`src/rtl/freq_meter_pkg.sv`:
```
// Shared definitions for the frequency meter.
//   state_e        : FSM encoding (IDLE=0, GATE=1, LATCH=2)
//   GATE_*_DEF     : default gate window lengths in clk cycles (100 MHz clock)
//   GATE_CNT_W     : gate counter width, covers GATE_LONG_DEF-1
//   bcd_inc4()     : 4-digit BCD increment, wraps 9999 -> 0000 (callers saturate)
package freq_meter_pkg;

    typedef enum logic [1:0] {
        StIdle  = 2'd0,
        StGate  = 2'd1,
        StLatch = 2'd2
    } state_e;

    localparam int unsigned GATE_LONG_DEF  = 100_000_000;
    localparam int unsigned GATE_SHORT_DEF = 1_000_000;
    localparam int unsigned GATE_CNT_W     = 27;

    function automatic logic [15:0] bcd_inc4(input logic [15:0] v);
        logic [15:0] r;
        logic        carry;
        r     = v;
        carry = 1'b1;
        for (int i = 0; i < 4; i++) begin
            if (carry) begin
                if (r[i*4 +: 4] == 4'd9) begin
                    r[i*4 +: 4] = 4'd0;
                end else begin
                    r[i*4 +: 4] = r[i*4 +: 4] + 4'd1;
                    carry       = 1'b0;
                end
            end
        end
        return r;
    endfunction

endpackage

```
`src/rtl/bcd_counter4.sv`:
```
// Four-digit BCD event counter with synchronous clear and saturation.
//   clk, rst_n : clock, asynchronous active-low reset
//   clr        : synchronous clear of count and sat (has priority over inc)
//   inc        : count one event
//   value      : current count, 4 BCD digits, [15:12] most significant
//   sat        : set when an event arrives while the count is already 9999
module bcd_counter4
    import freq_meter_pkg::*;
(
    input  logic        clk,
    input  logic        rst_n,
    input  logic        clr,
    input  logic        inc,
    output logic [15:0] value,
    output logic        sat
);

    logic [15:0] cnt_q, cnt_d;
    logic        sat_q, sat_d;

    always_comb begin
        cnt_d = cnt_q;
        sat_d = sat_q;
        if (clr) begin
            cnt_d = 16'h0000;
            sat_d = 1'b0;
        end else if (inc) begin
            if (cnt_q == 16'h9999) begin
                sat_d = 1'b1;
            end else begin
                cnt_d = bcd_inc4(cnt_q);
            end
        end
    end

    always_ff @(posedge clk or negedge rst_n) begin
        if (!rst_n) begin
            cnt_q <= 16'h0000;
            sat_q <= 1'b0;
        end else begin
            cnt_q <= cnt_d;
            sat_q <= sat_d;
        end
    end

    assign value = cnt_q;
    assign sat   = sat_q;

endmodule

```
`src/rtl/freq_meter.sv`:
```
// Gated frequency meter: counts rising edges of sig_in during a fixed gate window
// and reports the count as 4 BCD digits.
//   clk, rst_n : 100 MHz clock, asynchronous active-low reset
//   sig_in     : asynchronous input under measurement (< clk/4)
//   start      : one-cycle request for a single measurement (ignored while busy)
//   cont       : continuous mode, re-arms after every result
//   range      : 0 = GATE_LONG window (Hz), 1 = GATE_SHORT window (x100 Hz)
//   bcd, ovf   : last latched result and its saturation flag
//   valid      : one-cycle pulse coincident with bcd/ovf updating
//   busy       : gate window open or result being latched
module freq_meter
    import freq_meter_pkg::*;
#(
    parameter int unsigned GATE_LONG  = GATE_LONG_DEF,
    parameter int unsigned GATE_SHORT = GATE_SHORT_DEF
) (
    input  logic        clk,
    input  logic        rst_n,
    input  logic        sig_in,
    input  logic        start,
    input  logic        cont,
    input  logic        range,
    output logic [15:0] bcd,
    output logic        valid,
    output logic        ovf,
    output logic        busy
);

    localparam logic [GATE_CNT_W-1:0] LAST_LONG  = GATE_CNT_W'(GATE_LONG - 1);
    localparam logic [GATE_CNT_W-1:0] LAST_SHORT = GATE_CNT_W'(GATE_SHORT - 1);

    // Two-flop synchroniser plus history flop for rising-edge detection.
    logic sync1_q, sync2_q, hist_q;
    logic edge_det;

    always_ff @(posedge clk or negedge rst_n) begin
        if (!rst_n) begin
            sync1_q <= 1'b0;
            sync2_q <= 1'b0;
            hist_q  <= 1'b0;
        end else begin
            sync1_q <= sig_in;
            sync2_q <= sync1_q;
            hist_q  <= sync2_q;
        end
    end

    assign edge_det = sync2_q & ~hist_q;

    state_e                  state_q, state_d;
    logic [GATE_CNT_W-1:0]   gate_cnt_q, gate_cnt_d;
    logic                    range_q, range_d;
    logic [15:0]             bcd_q, bcd_d;
    logic                    ovf_q, ovf_d;
    logic                    valid_q, valid_d;
    logic                    cnt_clr, cnt_inc;
    logic [15:0]             cnt_value;
    logic                    cnt_sat;
    logic [GATE_CNT_W-1:0]   gate_last;

    // Window length is fixed by the range sampled when the window opened.
    assign gate_last = range_q ? LAST_SHORT : LAST_LONG;

    always_comb begin
        state_d    = state_q;
        gate_cnt_d = gate_cnt_q;
        range_d    = range_q;
        bcd_d      = bcd_q;
        ovf_d      = ovf_q;
        valid_d    = 1'b0;
        cnt_clr    = 1'b0;
        cnt_inc    = 1'b0;
        case (state_q)
            StIdle: begin
                if (start || cont) begin
                    state_d    = StGate;
                    gate_cnt_d = '0;
                    range_d    = range;
                    cnt_clr    = 1'b1;
                end
            end
            StGate: begin
                cnt_inc    = edge_det;
                gate_cnt_d = gate_cnt_q + 1'b1;
                if (gate_cnt_q == gate_last) begin
                    state_d = StLatch;
                end
            end
            StLatch: begin
                // Result registers and valid update together on the next edge.
                bcd_d   = cnt_value;
                ovf_d   = cnt_sat;
                valid_d = 1'b1;
                if (cont) begin
                    state_d    = StGate;
                    gate_cnt_d = '0;
                    range_d    = range;
                    cnt_clr    = 1'b1;
                end else begin
                    state_d = StIdle;
                end
            end
            default: begin
                state_d = StIdle;
            end
        endcase
    end

    always_ff @(posedge clk or negedge rst_n) begin
        if (!rst_n) begin
            state_q    <= StIdle;
            gate_cnt_q <= '0;
            range_q    <= 1'b0;
            bcd_q      <= 16'h0000;
            ovf_q      <= 1'b0;
            valid_q    <= 1'b0;
        end else begin
            state_q    <= state_d;
            gate_cnt_q <= gate_cnt_d;
            range_q    <= range_d;
            bcd_q      <= bcd_d;
            ovf_q      <= ovf_d;
            valid_q    <= valid_d;
        end
    end

    bcd_counter4 u_cnt (
        .clk   (clk),
        .rst_n (rst_n),
        .clr   (cnt_clr),
        .inc   (cnt_inc),
        .value (cnt_value),
        .sat   (cnt_sat)
    );

    assign bcd   = bcd_q;
    assign ovf   = ovf_q;
    assign valid = valid_q;
    assign busy  = (state_q != StIdle);

endmodule
```
`config.mk`:
```
export PLATFORM = sky130hd
export DESIGN_NAME = freq_meter
export DESIGN_NICKNAME = d
export VERILOG_FILES = /design/src/rtl/freq_meter_pkg.sv /design/src/rtl/bcd_counter4.sv /design/src/rtl/freq_meter.sv
export SDC_FILE = /design/constraint.sdc
export NUM_CORES = 1
export LEC_CHECK = 0
export ABC_CLOCK_PERIOD_IN_PS = 5400
export CORE_MARGIN = 3
export CORE_UTILIZATION = 30
export CTS_BUF_LIST = sky130_fd_sc_hd__clkbuf_4 sky130_fd_sc_hd__clkbuf_8 sky130_fd_sc_hd__clkbuf_16
export DETAILED_ROUTE_END_ITERATION = 7
export PLACE_DENSITY = 0.44
export SLEW_MARGIN = 15
export SYNTH_ARGS = -nofsm -noshare
export SYNTH_HDL_FRONTEND = slang
export SYNTH_HIERARCHICAL = 1
export SYNTH_SLANG_ARGS = --single-unit
export TNS_END_PERCENT = 50
```
`constraint.sdc`:
```
create_clock -name clk -period 5.4 [get_ports clk]
set_input_delay 1.35 -clock clk [delete_from_list [all_inputs] [get_ports clk]]
set_output_delay 1.35 -clock clk [all_outputs]
set_load 0.03 [all_outputs]
```
==> results of run 1 <==
layout make-up:
| cell class | count | area (sq um) | area share |
|---|---|---|---|
| multi-input cells | 232 | 1610 | 0.392 |
| repair buffers | 25 | 243 | 0.0589 |
| clock buffers | 12 | 267 | 0.0647 |
| inverters | 13 | 48.8 | 0.0119 |
| flip-flops and latches | 68 | 1700 | 0.413 |
| clock inverters | 3 | 68.8 | 0.0167 |
| well taps | 140 | 175 | 0.0425 |
routing by layer:
layer,vias to the layer above,global-route usage
met5,-,0
met4,0,0.0521
met3,11,0.0385
met2,38,0.199
met1,1254,0.175
li1,1270,-
metrics by stage:
step | hold slack, ps | util | std cells
5_1_grt | 365 | 0.375 | 493
3_5_place_dp | 338 | 0.344 | 478
4_1_cts | 351 | 0.375 | 493
6_report | 348 | 0.375 | 493
2_1_floorplan | 331 | - | 326
3_3_place_gp | 335 | 0.344 | 478
cell families (layout without fill, tap and decap cells):
| group | after synthesis | in the layout |
|---|---|---|
| simple gates | 122 | 122 |
| flops | 68 | 68 |
| xor+xnor | 8 | 8 |
| mux | 21 | 21 |
| buf+inv | 26 | 53 |
| fa+ha+maj | 7 | 7 |
| compound gates | 74 | 74 |
power groups by stage:
stage	sequential, uW	combinational [uW]	clock (uW)
2_1_floorplan	613	92.3	0
3_3_place_gp	633	120	0
3_5_place_dp	632	123	0
4_1_cts	624	124	680
5_1_grt	633	142	701
6_report	624	122	661
path summary, 6_finish.rpt:
check | startpoint | end | slack [ps] | cells past startpoint
max | start | u_cnt/value[2] | 1660 | 8
min | sync1_q | sync2_q | 350 | 0
max reg2reg | state_q[1] | u_cnt/value[2] | 2770 | 7
min reg2reg | sync1_q | sync2_q | 350 | 0
max in group asynchronous | rst_n | gate_cnt_q[7] | 3320 | 2
min in group asynchronous | rst_n | range_q | 1140 | 1
cell usage after synthesis (3+ instances only):
| cell | number | area (sq um) |
|---|---|---|
| a21oi_1 | 18 | 90.1 |
| o31ai_1 | 9 | 67.6 |
| inv_1 | 12 | 45.0 |
| buf_2 | 6 | 30.0 |
| nand4_1 | 6 | 37.5 |
| ha_1 | 7 | 87.6 |
| nand2b_1 | 6 | 37.5 |
| clkbuf_1 | 6 | 22.5 |
| or3_1 | 9 | 56.3 |
| nand3_1 | 16 | 80.1 |
| xor2_1 | 7 | 61.3 |
| o211ai_1 | 3 | 22.5 |
| nor2b_1 | 5 | 31.3 |
| o21ai_1 | 4 | 20.0 |
| a31oi_1 | 5 | 31.3 |
| dfrtp_1 | 68 | 1700 |
| and4_1 | 3 | 26.3 |
| nand2_1 | 22 | 82.6 |
| nor4_1 | 4 | 25.0 |
| o41ai_1 | 4 | 35.0 |
| nor2_1 | 13 | 48.8 |
| mux2_2 | 18 | 203 |
| or4_1 | 11 | 82.6 |
| mux2i_1 | 3 | 30.0 |
| and3_1 | 5 | 31.3 |
| o2111ai_1 | 5 | 43.8 |
| o21ai_0 | 14 | 70.1 |
registers in the layout (all words and copies together) (netlist names):
| register | flops |
|---|---|
| sync2_q | 1 |
| u_cnt/sat | 1 |
| u_cnt/value | 16 |
| valid | 1 |
| hist_q | 1 |
| sync1_q | 1 |
| ovf | 1 |
| gate_cnt_q | 27 |
| range_q | 1 |
| bcd | 16 |
| state_q | 2 |
==> results.json, run 1 <==
{
  "status": "complete, no violations",
  "pin_count": 25,
  "rsz0062_at_grt": "no",
  "critPathMaxStageDelay_ps": 650,
  "synth_top_family_by_area": "simple AND/OR/NAND/NOR gates",
  "numPortBuffers": 24,
  "clk_latency_ps": 330,
  "fp.dieH_um": 113,
  "peakVddDrop_v": 0.000168,
  "synthFlopType": "dfrtp_1",
  "num_rows": 38,
  "via_per_inst": 5.22,
  "postSynthAreaPerCell_sq_um": 10.5,
  "cts_sinks": 68,
  "antenna_cells": 0,
  "grt_first_pass_wirelength_mm": 13.2,
  "synth-xor-area-share": 0.0204,
  "tightest_slew_ps": 1070,
  "syn2layout_area_growth_pct": 20.1,
  "synth_compound_area_frac": 0.142,
  "dr_wl_met3_um": 260,
  "clk_pin_slew_worst_paths_ps": 60,
  "drc": 0,
  "async_flop_share": 1.00,
  "p_seq_frac": 0.443,
  "grt_max_degree": 40,
  "path_cells": "clkdlybuf4s50_1 > nor2b_1 > o21bai_1 > inv_2 > nand4bb_1 > o41ai_1 > o21ai_0 > a21boi_1",
  "post-place-ws_ps": 1330,
  "cap_violations": 0,
  "design_area_sq_um": 4120,
  "first_global_vias": 2531,
  "final_common_cell": "dfrtp_1",
  "criticalPathCategory": "in -> reg",
  "crit_path_top_delay_cell": "o41ai_1",
  "wl_per_cell_um": 15.8,
  "start_util": 0.312,
  "combPwrFrac": 0.087,
  "finalHoldViolCount": 0,
  "ctsResizeCount": 0,
  "cts.htree.levels": 3,
  "synth.ff_latch_count": 68,
  "routed_wl_mm": 7.81,
  "period_share": 0.692,
  "min_period_ps": 3740,
  "total_power_uw": 1410,
  "syn_nets": 339,
  "syn_area_sq_um": 3430,
  "hp-class": "reg -> reg",
  "tns_ps": 0,
  "via_count": 2573,
  "dr.pass1.iters": 4,
  "cp_max_fo": 39,
  "postCtsSetupBuffers": 0,
  "maxSlewHeadroom": 0.289,
  "setup_ws_ps": 1660,
  "dp_hpwl_mm": 5.13,
  "powerDensity_nw_per_um2": 342,
  "gp_congestion": 0.824,
  "critPathTopFamily": "compound AO/OA/AOI/OAI gates",
  "cp-start-kind": "input pin",
  "place_area_sq_um": 3780,
  "clock-root-buffer": "clkbuf_16",
  "highest-signal-layer": "met4",
  "synth_cell_type_count": 55,
  "synth_enable_flop_cells": 0,
  "clkPwrFrac": 0.470,
  "overflow": 0,
  "drt_iter0_markers": 129,
  "swShare": 0.250,
  "netlist_instances": 326,
  "required_ps": 5660,
  "antenna_found_initial": 0,
  "ant_nets": 0,
  "wl_met1_mm": 3.81,
  "die_w_um": 113,
  "cts_hold_buffers": 0,
  "internal_power_uw": 1060,
  "synth_simple_gate_area_frac": 0.215,
  "core_sq_um": 11000,
  "cp_num_buf_inv": 2,
  "setup_viol": 0,
  "clockBufferDepth": 2,
  "yosysWarningCount": 6,
  "switching_power_uw": 351,
  "synthAdderAreaFrac": 0.0255,
  "slew_viol_final": 0,
  "drive_above_1_share": 0.130,
  "cp_data_arrival_time_ps": 4000,
  "finalNetCount": 362,
  "leakagePower_uw": 0.00175,
  "fin_skew_ps": 4.11,
  "die_area_sq_um": 12700,
  "fillers": 1080,
  "fmax_mhz": 268,
  "final_cell_mix": "68 x dfrtp_1, 23 x clkdlybuf4s50_1, 22 x nand2_1, 18 x mux2_2, 18 x a21oi_1",
  "cts_tree": "done",
  "grt_use_total": 0.131,
  "end_kind": "flip-flop",
  "synth-seq-area-share": 0.496,
  "dr_wl_met2_mm": 3.60,
  "synth_mux_area_frac": 0.0679,
  "cts_buffers": 9
}
Note: power is estimated with default switching activity, not from simulation.
==> inputs of run 2 (changes only) <==
--- a/config.mk
+++ b/config.mk
@@ -5,12 +5,12 @@
 export SDC_FILE = /design/constraint.sdc
 export NUM_CORES = 1
 export LEC_CHECK = 0
-export ABC_CLOCK_PERIOD_IN_PS = 5400
+export ABC_CLOCK_PERIOD_IN_PS = 3370
 export CORE_MARGIN = 3
 export CORE_UTILIZATION = 30
 export CTS_BUF_LIST = sky130_fd_sc_hd__clkbuf_4 sky130_fd_sc_hd__clkbuf_8 sky130_fd_sc_hd__clkbuf_16
 export DETAILED_ROUTE_END_ITERATION = 7
-export PLACE_DENSITY = 0.44
+export PLACE_DENSITY = 0.46
 export SLEW_MARGIN = 15
 export SYNTH_ARGS = -nofsm -noshare
 export SYNTH_HDL_FRONTEND = slang
==> constraint.sdc (replaced) <==
create_clock -name clk -period 3.37 [get_ports clk]
set_input_delay 0.8425 -clock clk [delete_from_list [all_inputs] [get_ports clk]]
set_output_delay 0.8425 -clock clk [all_outputs]
set_load 0.03 [all_outputs]
==> results.json, run 2 (synthesis results as in run 1) <==
{
  "status": "complete, no violations",
  "drive_above_1_share": 0.142,
  "largest_register": "gate_cnt_q",
  "final_cell_mix": "68 x dfrtp_1, 23 x clkdlybuf4s50_1, 22 x nand2_1, 18 x mux2_2, 18 x a21oi_1",
  "fillers": 1082,
  "antenna_cells": 0,
  "fp.dieH_um": 113,
  "peakVddDrop_v": 0.000362,
  "clock-root-buffer": "clkbuf_16",
  "dr.pass1.iters": 5,
  "die_area_sq_um": 12700,
  "routed_wl_mm": 7.66,
  "wl_per_cell_um": 15.4,
  "antenna_found_initial": 0,
  "ctsResizeCount": 0,
  "grt_max_degree": 69,
  "min_period_ps": 2490,
  "ff2ff_path_depth": 6,
  "critPathMaxStageDelay_ps": 600,
  "clk_latency_ps": 330,
  "setup_ws_ps": 881,
  "maxSlewHeadroom": 0.391,
  "cts_hold_buffers": 0,
  "required_ps": 2530,
  "cts.htree.levels": 3,
  "clockBufferDepth": 2,
  "ant_nets": 0,
  "syn2layout_area_growth_pct": 21.3,
  "final_common_cell": "dfrtp_1",
  "reg2reg_from": "state_q[1]",
  "period_share": 0.739,
  "hold_end": "sync2_q",
  "via_per_inst": 5.25,
  "cts_buffers": 9,
  "grt_first_pass_wirelength_mm": 12.9,
  "cap_violations": 0,
  "powerDensity_nw_per_um2": 540,
  "finalNetCount": 367,
  "critPathTopFamily": "buffers and inverters",
  "drt_iter0_markers": 170,
  "leakagePower_uw": 0.00178,
  "num_rows": 38,
  "dp_hpwl_mm": 5.00,
  "cts_sinks": 68,
  "grt_use_total": 0.125,
  "postCtsSetupBuffers": 0,
  "tightest_slew_ps": 914,
  "cts_tree": "done",
  "hold_slack_ps": 349,
  "rsz0062_at_grt": "no",
  "cp_num_buf_inv": 1,
  "reg2reg_slack_ps": 1010,
  "min_from": "sync1_q",
  "cp_max_fo": 6,
  "fmax_mhz": 402,
  "tns_ps": 0,
  "finalHoldViolCount": 0,
  "r2r-end": "u_cnt/value[14]",
  "holdPathStages": 0,
  "first_global_vias": 2555,
  "gp_congestion": 0.830,
  "drc": 0,
  "post-place-ws_ps": 612,
  "cp_data_arrival_time_ps": 1650,
  "hp-class": "reg -> reg",
  "via_count": 2614,
  "criticalPathCategory": "reg -> out",
  "end_kind": "primary output",
  "path_cells": "or2_2 > clkdlybuf4s50_1",
  "numPortBuffers": 24,
  "crit_path_top_delay_cell": "clkdlybuf4s50_1",
  "clk_pin_slew_worst_paths_ps": 50,
  "cp-start-kind": "flip-flop",
  "die_w_um": 113,
  "largest_reg_flops": 27,
  "setup_viol": 0,
  "slew_viol_final": 0,
  "start_util": 0.312,
  "overflow": 0,
  "pin_count": 25,
  "fin_skew_ps": 5.22,
  "core_sq_um": 11000
}
## run 2: cell types whose count changed in the layout (fill, tap and decap cells not counted), sizes merged
| cell | change |
|---|---|
| buf | +5 |
## run 2: worst max-delay path by stage
stage | depth (start not counted) | from | slack (ps) | end
detailed placement | 7 | start | 610 | u_cnt/value[6]
floorplan | 8 | start | 690 | u_cnt/value[2]
global placement | 7 | start | 660 | u_cnt/value[6]
CTS | 2 | state_q[0] | 860 | busy
finish | 2 | state_q[0] | 880 | busy
global route | 7 | start | 750 | u_cnt/value[6]
## run 2: per-layer routing
layer,vias to the layer above,routed length [um],GRT usage
met2,53,3560,0.194
li1,1275,-,-
met3,8,272,0.0433
met1,1278,3760,0.168
met4,0,71,0.0288
met5,-,0,0
## run 2: final cells by class
cell class                 instances  area [sq um]  share of cell area
sequential                        68          1700               0.409
timing repair buffer              30           283              0.0680
clock inverter                     3          68.8              0.0166
tap                              140           175              0.0421
clock buffer                      12           267              0.0641
inverter                          13          48.8              0.0117
multi-input combinational        232          1610               0.388
## run 2: worst reg2reg max path, stage by stage, from the launching register on
cell	delay, ps
dfrtp_1	410
nand2b_1	200
nor3b_1	450
nand4b_1	230
nor2_1	340
a31oi_1	240
o41ai_1	380
## run 2: metrics by stage
stage | power (uW) | std cells | util | instance area [sq um]
4_1_cts | 2280 | 498 | 0.379 | 4160
3_5_place_dp | 1210 | 483 | 0.348 | 3820
6_report | 2250 | 498 | 0.379 | 4160
3_3_place_gp | 1210 | 483 | 0.348 | 3820
2_1_floorplan | 1130 | 326 | - | 3430
5_1_grt | 2370 | 498 | 0.379 | 4160
## run 2: where the power goes
group          internal, uW  total [uW]  switching, uW
clock                   705        1050            345
sequential              894        1000            108
combinational          91.8         193            101
total                  1690        2250            554
